--- src/rtl/color_convert_8x8_pkg.sv ---
// Shared definitions for the 8x8 YCbCr -> RGB block converter.
// Channel codes, pixel type, conversion coefficients and the clamp helper.
package color_convert_8x8_pkg;

  localparam logic [1:0] CH_Y    = 2'b00;
  localparam logic [1:0] CH_CB   = 2'b01;
  localparam logic [1:0] CH_CR   = 2'b10;
  localparam logic [1:0] CH_NONE = 2'b11;

  typedef struct packed {
    logic [7:0] r;
    logic [7:0] g;
    logic [7:0] b;
  } rgb_t;

  localparam logic signed [19:0] K_R_CR = 20'sd359;
  localparam logic signed [19:0] K_G_CB = 20'sd88;
  localparam logic signed [19:0] K_G_CR = 20'sd183;
  localparam logic signed [19:0] K_B_CB = 20'sd454;
  localparam logic signed [19:0] K_RND  = 20'sd128;
  localparam logic signed [19:0] Y_OFS  = 20'sd128;

  function automatic logic [7:0] sat8(input logic signed [19:0] v);
    if (v < 20'sd0)        return 8'd0;
    else if (v > 20'sd255) return 8'd255;
    else                   return v[7:0];
  endfunction

endpackage

--- src/rtl/color_convert_8x8_ycc2rgb.sv ---
// Per-pixel YCbCr -> RGB arithmetic with saturation.
// With YCC_PIPE_EN the products are registered before the add/saturate step.
module ycc2rgb_pixel
  import color_convert_8x8_pkg::*;
(
`ifdef YCC_PIPE_EN
  input  logic              clock,
  input  logic              reset_n,
  input  logic              en,
`endif
  input  logic signed [8:0] y,
  input  logic signed [8:0] cb,
  input  logic signed [8:0] cr,
  output rgb_t              rgb
);

  logic signed [19:0] y_w, cb_w, cr_w;
  logic signed [19:0] m_y, m_rcr, m_gcb, m_gcr, m_bcb;
  logic signed [19:0] p_y, p_rcr, p_gcb, p_gcr, p_bcb;
  logic signed [19:0] r_t, g_t, b_t;

  assign y_w  = {{11{y[8]}},  y};
  assign cb_w = {{11{cb[8]}}, cb};
  assign cr_w = {{11{cr[8]}}, cr};

  assign m_y   = y_w;
  assign m_rcr = cr_w * K_R_CR;
  assign m_gcb = cb_w * K_G_CB;
  assign m_gcr = cr_w * K_G_CR;
  assign m_bcb = cb_w * K_B_CB;

`ifdef YCC_PIPE_EN
  always_ff @(posedge clock or negedge reset_n) begin
    if (!reset_n) begin
      p_y   <= '0;
      p_rcr <= '0;
      p_gcb <= '0;
      p_gcr <= '0;
      p_bcb <= '0;
    end else if (en) begin
      p_y   <= m_y;
      p_rcr <= m_rcr;
      p_gcb <= m_gcb;
      p_gcr <= m_gcr;
      p_bcb <= m_bcb;
    end
  end
`else
  assign p_y   = m_y;
  assign p_rcr = m_rcr;
  assign p_gcb = m_gcb;
  assign p_gcr = m_gcr;
  assign p_bcb = m_bcb;
`endif

  // all operands signed, so >>> floors toward -inf
  assign r_t = p_y + Y_OFS + ((p_rcr + K_RND) >>> 8);
  assign g_t = p_y + Y_OFS - ((p_gcb + p_gcr + K_RND) >>> 8);
  assign b_t = p_y + Y_OFS + ((p_bcb + K_RND) >>> 8);

  assign rgb = '{sat8(r_t), sat8(g_t), sat8(b_t)};

endmodule

--- src/rtl/color_convert_8x8.sv ---
// 8x8 block colour converter: collects Y/Cb/Cr blocks, then streams 64 RGB pixels.
// Define YCC_PIPE_EN to add a register stage between multiply and add/saturate.
module color_convert_8x8
  import color_convert_8x8_pkg::*;
(
  input  logic                  clock,
  input  logic                  reset_n,
  input  logic [1:0]            ch,
  input  logic                  valid_in,
  input  logic [7:0][7:0][8:0]  block_in,
  output logic                  ready_out,
  output logic [7:0]            r_out,
  output logic [7:0]            g_out,
  output logic [7:0]            b_out,
  output logic [2:0]            pix_row,
  output logic [2:0]            pix_col,
  output logic                  valid_out,
  input  logic                  ready_in
);

  localparam logic COLLECT = 1'b0;
  localparam logic CONVERT = 1'b1;

`ifdef YCC_PIPE_EN
  localparam int STAGES = 1;
`else
  localparam int STAGES = 0;
`endif

  logic                  state;
  logic [2:0]            present, pres_nxt;
  logic [6:0]            issue_cnt;
  logic                  issue_vld, advance, done, fin_vld;
  logic [7:0][7:0][8:0]  y_buf, cb_buf, cr_buf;
  logic [STAGES:0]       vld_pipe;
  logic [STAGES:0][5:0]  idx_pipe;
  logic [2:0]            i_row, i_col;
  rgb_t                  rgb_c, rgb_q;

  assign ready_out = (state == COLLECT);
  assign issue_vld = (state == CONVERT) && !issue_cnt[6];
  assign {i_row, i_col} = issue_cnt[5:0];

  assign valid_out = vld_pipe[STAGES];
  // any stall at the output freezes every stage, including the issue counter
  assign advance   = !valid_out || ready_in;
  assign done      = valid_out && ready_in && (idx_pipe[STAGES] == 6'd63);
  assign {pix_row, pix_col} = idx_pipe[STAGES];
  assign {r_out, g_out, b_out} = rgb_q;

`ifdef YCC_PIPE_EN
  assign fin_vld = vld_pipe[0];
`else
  assign fin_vld = issue_vld;
`endif

  always_comb begin
    pres_nxt = present;
    if (valid_in) begin
      case (ch)
        CH_Y:    pres_nxt[0] = 1'b1;
        CH_CB:   pres_nxt[1] = 1'b1;
        CH_CR:   pres_nxt[2] = 1'b1;
        default: ;
      endcase
    end
  end

  always_ff @(posedge clock) begin
    if (ready_out && valid_in) begin
      case (ch)
        CH_Y:    y_buf  <= block_in;
        CH_CB:   cb_buf <= block_in;
        CH_CR:   cr_buf <= block_in;
        default: ;
      endcase
    end
  end

  always_ff @(posedge clock or negedge reset_n) begin
    if (!reset_n) begin
      state     <= COLLECT;
      present   <= '0;
      issue_cnt <= '0;
    end else if (state == COLLECT) begin
      present <= pres_nxt;
      if (&pres_nxt) begin
        state     <= CONVERT;
        issue_cnt <= '0;
      end
    end else begin
      if (advance && issue_vld)
        issue_cnt <= issue_cnt + 7'd1;
      if (done) begin
        state     <= COLLECT;
        present   <= '0;
        issue_cnt <= '0;
      end
    end
  end

  always_ff @(posedge clock or negedge reset_n) begin
    if (!reset_n) begin
      vld_pipe <= '0;
      idx_pipe <= '0;
      rgb_q    <= '0;
    end else if (advance) begin
      vld_pipe[0] <= issue_vld;
      idx_pipe[0] <= issue_cnt[5:0];
      for (int i = 1; i <= STAGES; i++) begin
        vld_pipe[i] <= vld_pipe[i-1];
        idx_pipe[i] <= idx_pipe[i-1];
      end
      if (fin_vld)
        rgb_q <= rgb_c;
    end
  end

  ycc2rgb_pixel u_pix (
`ifdef YCC_PIPE_EN
    .clock   (clock),
    .reset_n (reset_n),
    .en      (advance),
`endif
    .y       (y_buf[i_row][i_col]),
    .cb      (cb_buf[i_row][i_col]),
    .cr      (cr_buf[i_row][i_col]),
    .rgb     (rgb_c)
  );

endmodule

--- config.mk ---
export PLATFORM = sky130hd
export DESIGN_NAME = color_convert_8x8
export DESIGN_NICKNAME = d
export VERILOG_FILES = /design/src/rtl/color_convert_8x8_pkg.sv /design/src/rtl/color_convert_8x8_ycc2rgb.sv /design/src/rtl/color_convert_8x8.sv
export SDC_FILE = /design/constraint.sdc
export NUM_CORES = 2
export LEC_CHECK = 0
export BUFFER_PORTS_ARGS = -buffer_cell sky130_fd_sc_hd__buf_2
export CORE_MARGIN = 3
export CORE_UTILIZATION = 56
export CTS_BUF_LIST = sky130_fd_sc_hd__clkbuf_8 sky130_fd_sc_hd__clkbuf_16
export CTS_CLUSTER_DIAMETER = 30
export DETAILED_ROUTE_END_ITERATION = 8
export HOLD_SLACK_MARGIN = 0.03
export PLACE_DENSITY = 0.71
export SLEW_MARGIN = 20
export SYNTH_ARGS = -nofsm -noshare
export SYNTH_HDL_FRONTEND = slang
export SYNTH_SLANG_ARGS = --single-unit
export TNS_END_PERCENT = 20
--- constraint.sdc ---
create_clock -name clock -period 51 [get_ports clock]
set_input_delay 2.55 -clock clock [delete_from_list [all_inputs] [get_ports clock]]
set_output_delay 2.55 -clock clock [all_outputs]
set_load 0.01 [all_outputs]
Yosys cells after proc, flatten, opt, wreduce, memory -nomap -nowiden

Cells that the tools add are included.

Register bits: 1770
Bits in latches: 0
Bits in writable memories: 0
Bits in read-only memories: 0
Bits of input ports: 582
Output and inout port bits: 32
Word-level logic and storage cells: 274
Memories: 0

Add/subtract/negate cells: 9
$mul: 4
Divide/modulo/power cells: 0
$lt $le $gt $ge: 8
Eq/ne operators: 5
Shift operators: 0
Muxes and demuxes: 31
Bitwise gates (word level): 1
Reductions and logical operators: 16

Operators with widths:

| cell                                                | number |
|---|---|
| binary-select mux 72 bit (select 3 bit)             | 3 |
| two-way mux 72 bit                                  | 3 |
| binary-select mux 9 bit (select 3 bit)              | 3 |
| > comparator 20 x 9 -> 1 bit, second input constant | 3 |
| < comparator 20 x 1 -> 1 bit, second input constant | 3 |
| two-way mux 8 bit                                   | 6 |
| adder 19 x 9 -> 20 bit, second input constant       | 2 |
| multiplier 9 x 9 -> 18 bit, second input constant   | 2 |
| two-way mux 7 bit                                   | 4 |
| two-way mux 9 bit                                   | 3 |
| adder 10 x 12 -> 13 bit                             | 2 |
| adder 20 bit                                        | 1 |
| adder 20 x 9 -> 20 bit, second input constant       | 1 |
| multiplier 9 x 10 -> 19 bit, second input constant  | 1 |
| multiplier 9 x 5 -> 14 bit, second input constant   | 1 |
| subtractor 10 x 12 -> 13 bit                        | 1 |
| adder 9 x 9 -> 10 bit, second input constant        | 1 |
| AND reduction 2 bit                                 | 5 |
| two-way mux 3 bit                                   | 3 |
| < comparator 3 x 4 -> 1 bit, second input constant  | 2 |
| adder 7 x 1 -> 7 bit, second input constant         | 1 |
| == test 6 bit, second input constant                | 1 |
| two-way mux 1 bit                                   | 6 |
| logical AND 1 bit                                   | 5 |
| 10 further kinds                                    | 11 |

Logic depth before layout (Yosys ltp)

Depth in word-level cells: 11
Gate-level depth with buffers: 43
Depth with buffers taken out: 37

Modules after synthesis

Synthesis repeated with hierarchy kept, for this count alone.

Cell total of the unflattened synthesis: 3827
Area total of the unflattened synthesis: 74858.0 um^2

Modules (own cells, without submodules):

| module            | times used | cells each | area each (um^2) | seq. area each (um^2) |
|---|---|---|---|---|
| color_convert_8x8 | 1          | 2922       | 67000.5          | 52940.8 |
| ycc2rgb_pixel     | 1          | 905        | 7857.5           | 0.0 |

Least setup slack after synthesis

No wires, ideal clock.

Path kind: in2reg
Start: in ch[0]
End: reg cr_buf[0] in the netlist's numbering (enable)
Library setup time: 2.341 ns
Arrival time: 44.089 ns
Required time: 48.659 ns
Slack: 4.570 ns
Stages on the path: 2
Buffers on the path: 0
Cell sequence: nand2b_1 > nor3b_1

Cells in the longest elaborated chain, start to end: 2

RTL lines:

| item                                 | line                    | RTL |
|---|---|---|
| from (decl)                          | color_convert_8x8.sv:8  | `input logic [1:0] ch,` |
| == test 2 bit                        | color_convert_8x8.sv:71 | `case (ch)` |
| AND reduction 2 bit (no source line) | n/a                     |  |
| to (signal assigned)                 | color_convert_8x8.sv:74 | `CH_CR: cr_buf <= block_in;` |
| to (decl)                            | color_convert_8x8.sv:34 | `logic [7:0][7:0][8:0] y_buf, cb_buf, cr_buf;` |

No other way between the ends.
A chain may end at the register's enable or synchronous reset.

Worst setup path after layout

Start: reg issue_cnt[3]
End: reg rgb_q (netlist bit g_out[1])

Cells in the longest elaborated chain, start to end: 11
Elaborated cells between the ends (all ways): 22
Classes of those cells: add/sub (4); mul (2); order compare (2); mux (14)

RTL lines:

| item                                                                            | line                                                             | RTL |
|---|---|---|
| from (decl)                                                                     | color_convert_8x8.sv:32                                          | `logic [6:0] issue_cnt;` |
| from (signal assigned)                                                          | color_convert_8x8.sv:93                                          | `issue_cnt <= issue_cnt + 7'd1;` |
| binary-select mux 72 bit (select 3 bit) (on tied branches)                      | color_convert_8x8.sv:127, color_convert_8x8.sv:126               |  |
| two-way mux 72 bit (on tied branches)                                           | color_convert_8x8.sv:127, color_convert_8x8.sv:126               |  |
| binary-select mux 9 bit (select 3 bit) (on tied branches)                       | color_convert_8x8.sv:127, color_convert_8x8.sv:126               |  |
| two-way mux 9 bit (on tied branches)                                            | color_convert_8x8.sv:127, color_convert_8x8.sv:126               |  |
| multiplier 9 x 9 -> 18 bit / multiplier 9 x 5 -> 14 bit (equally long branches) | color_convert_8x8_ycc2rgb.sv:29, color_convert_8x8_ycc2rgb.sv:28 |  |
| adder 20 bit                                                                    | color_convert_8x8_ycc2rgb.sv:58                                  | `assign g_t = p_y + Y_OFS - ((p_gcb + p_gcr + K_RND) >>> 8);` |
| adder 20 x 9 -> 20 bit                                                          | color_convert_8x8_ycc2rgb.sv:58                                  |  |
| subtractor 10 x 12 -> 13 bit *                                                  | color_convert_8x8_ycc2rgb.sv:58                                  |  |
| > comparator 20 x 9 -> 1 bit                                                    | color_convert_8x8_pkg.sv:25                                      | `else if (v > 20'sd255) return 8'd255;` |
| two-way mux 8 bit                                                               | color_convert_8x8_pkg.sv:25                                      |  |
| two-way mux 8 bit *                                                             | color_convert_8x8_pkg.sv:24                                      | `if (v < 20'sd0) return 8'd0;` |
| to (signal assigned)                                                            | color_convert_8x8.sv:115                                         | `rgb_q <= rgb_c;` |
| to (decl)                                                                       | color_convert_8x8.sv:38                                          | `rgb_t rgb_c, rgb_q;` |

Mark *: on every way between the ends. The rest lies on a longest branch, timed or not. The select of a mux whose other input is x is not followed.

==> impl_results.md <==
* Via count at 38700
* Clock transition at path regs at 0.05 ns
* CP max stage cell: dfrtp_4
* Number of synthesized flops with an enable pin at 1728
* Max cap viols at 0
* Sink Count at 1770
* Main synth FF type: edfxtp_1
* # setup viols final at 0
* Starting DRT DRC Count at 3750
* Post-route clock period utilization at 25.5%
* Die Area at 0.138 mm²
* Layout Utilization at 68.8%
* Register area share after synthesis at 70.9%
* Clk_lat worst skew at 0.92 ns
* Clock skew at 0.106 ns
* Status: finished, final reports clean
* Total negative slack at 0 ns
* Netlist cell types at 68
* Dpl hpwl at 125 mm
* Post-route ant nets at 0
* Data arrival time of the critical path at 13.77 ns
* Global route overflow at 0
* Fin nets at 5237
* WL final at 187 mm
* Starting Density at 56.6%
* Syn avg cell area at 21.2 µm²
* Async SR Flop Fraction at 2.37%
* Layout cells sized above 1 at 38.4%
* Mapped Cells at 3518
* Slowest stage delay, CP at 0.89 ns
* Synth top area cells: edfxtp_1, mux4_2, ha_1, fa_1, dfrtp_1
* Yosys top cell area share at 69.5%
* Chip Width at 371 µm
* Tot GR Track Use at 27.6%
* # H-tree levels at 5
* Cell taking the most area after synthesis: edfxtp_1
* Num CTS Buffers at 334
* Die Span Y at 371 µm
* Worst Slack Setup Final at 37.98 ns
* Clk buf depth at 4
* WHS at 0.498 ns
* Yosys warns at 0
* Via count of the first global-routing pass at 40900
* Most common cell after layout, fill and taps aside: edfxtp_1
* DR vias/cell at 6.00
* Initial antenna violation count at 122
* Core Rows at 133
* RSZ-0062 raised after global routing: false
* Most frequent cells in the layout: edfxtp_1, buf_2, mux4_2
* CTS tree: done
* I/O Buffers at 613
* Top cell by count, worst path: ha_1
* Fin. Hold Viols at 0
* Root Driver: clkbuf_16
* Post-CTS Setup Inserts at 0
* Pre-CTS setup slack at 37.89 ns
* Crit path capture type: flop
* Fin crit period at 13.02 ns
* DRT Pass-1 Iters at 7
* Critical path fanouts, max at 44
* Syn_nets at 4381
* Worst Tran Pin Value at 1.10 ns
* Hold buffers post-CTS at 0
* Slew HR at 26.9%
* Largest net degree at the start of global routing at 167
* DRC at 0
* FF+latch count, synth at 1770
* Drt wl/cell at 29.0 µm
* Core area at 0.132 mm²
* CP Launch Type: flop
* Max Slew Vio Count at 0
* Io pins at 614
* Mapped Area at 0.0747 mm²
* Post-cts sizing count at 0
* GP Congestion at 0.855
* Area delta synth->final at 21.7%
* Crit Path Class: reg2reg
* Min-Delay Path Class: reg2reg
* Fmax at 76.8 MHz
* Critical Path RT at 51.75 ns
* First-pass GRT wire length at 273 mm
-- registers in the layout (all words and copies together), names as in the netlist --
register	flops
issue_cnt	7
cb_buf	576
b_out	8
state	1
r_out	8
idx_pipe	6
y_buf	576
valid_out	1
g_out	8
cr_buf	576
present	3
-- area by class of cell --
cell class | count | area, µm²
Sequential cell | 1770 | 53000
Fill cell | 8040 | 41100
Multi-Input combinational cell | 1406 | 20300
Clock buffer | 343 | 8560
Timing Repair Buffer | 663 | 3550
Clock inverter | 251 | 2360
Tap cell | 1755 | 2200
Inverter | 199 | 747
Antenna cell | 71 | 178
-- layer usage --
metal  part of all wire, %  routed length, µm  up-vias  GRT usage, %
li1                      -                  -    16500             -
met1                    38              70800    20000          36.2
met2                    50              92900     1826          43.6
met3                   9.8              18400      388          9.67
met4                   2.6               4800       68          9.49
met5                  0.25                468        -             0
-- logic make-up (layout without fill, tap and decap cells) --
| family | count (synthesis) | after routing | share of synthesized area (%) |
|---|---|---|---|
| simple gates | 228 | 228 | 1.50 |
| xor+xnor | 94 | 94 | 1.10 |
| mux | 597 | 597 | 17.2 |
| flops | 1770 | 1770 | 70.9 |
| fa+ha+maj | 282 | 282 | 5.46 |
| compound gates | 205 | 205 | 1.88 |
| buf+inv | 342 | 1456 | 1.92 |
| other cells | 0 | 71 | 0 |
-- synth_stat cells, drive strengths merged, types with 27 or more instances --
cell and instances:
buf 82, xor2 27, a21oi 43, o21ai 50, nor2 64, mux2i 40
fa 73, nand2 49, mux4 547, clkbuf 61, ha 208, edfxtp 1728
dfrtp 42, xnor2 67, inv 199
-- stage by stage --
| stage | instance area, µm² | instances |
|---|---|---|
| 3_5_place_dp | 79700 | 5792 |
| 3_3_place_gp | 79700 | 5792 |
| 5_1_grt | 90800 | 6423 |
| 6_report | 90800 | 6458 |
| 2_1_floorplan | 74700 | 3518 |
| 4_1_cts | 90600 | 6386 |
-- worst max-delay path, delay by kind of cell (launching register included) --
family | cells | cell delay [ns]
flops | 1 | 0.89
mux | 4 | 2.02
simple gates | 4 | 0.86
buf+inv | 7 | 2.59
fa+ha+maj | 8 | 2.92
xor+xnor | 2 | 0.40
compound gates | 13 | 2.99
-- worst paths after layout --
path | from | cells past startpoint | end | slack, ns
setup / recovery | issue_cnt[3]$_DFFE_PN0P_ | 38 | g_out[1]$_DFFE_PN0P_ | 37.98
hold / removal | r_out[0]$_DFFE_PN0P_ | 2 | r_out[0]$_DFFE_PN0P_ | 0.50
setup reg to reg | issue_cnt[3]$_DFFE_PN0P_ | 38 | g_out[1]$_DFFE_PN0P_ | 37.98
hold reg to reg | r_out[0]$_DFFE_PN0P_ | 2 | r_out[0]$_DFFE_PN0P_ | 0.50
max in group asynchronous | reset_n | 1 | issue_cnt[1]$_DFFE_PN0P_ | 48.43
min in group asynchronous | reset_n | 1 | issue_cnt[0]$_DFFE_PN0P_ | 1.84
Power is not shown: default switching activity piles up to over one toggle a cycle in this logic, so the estimate is an artifact.
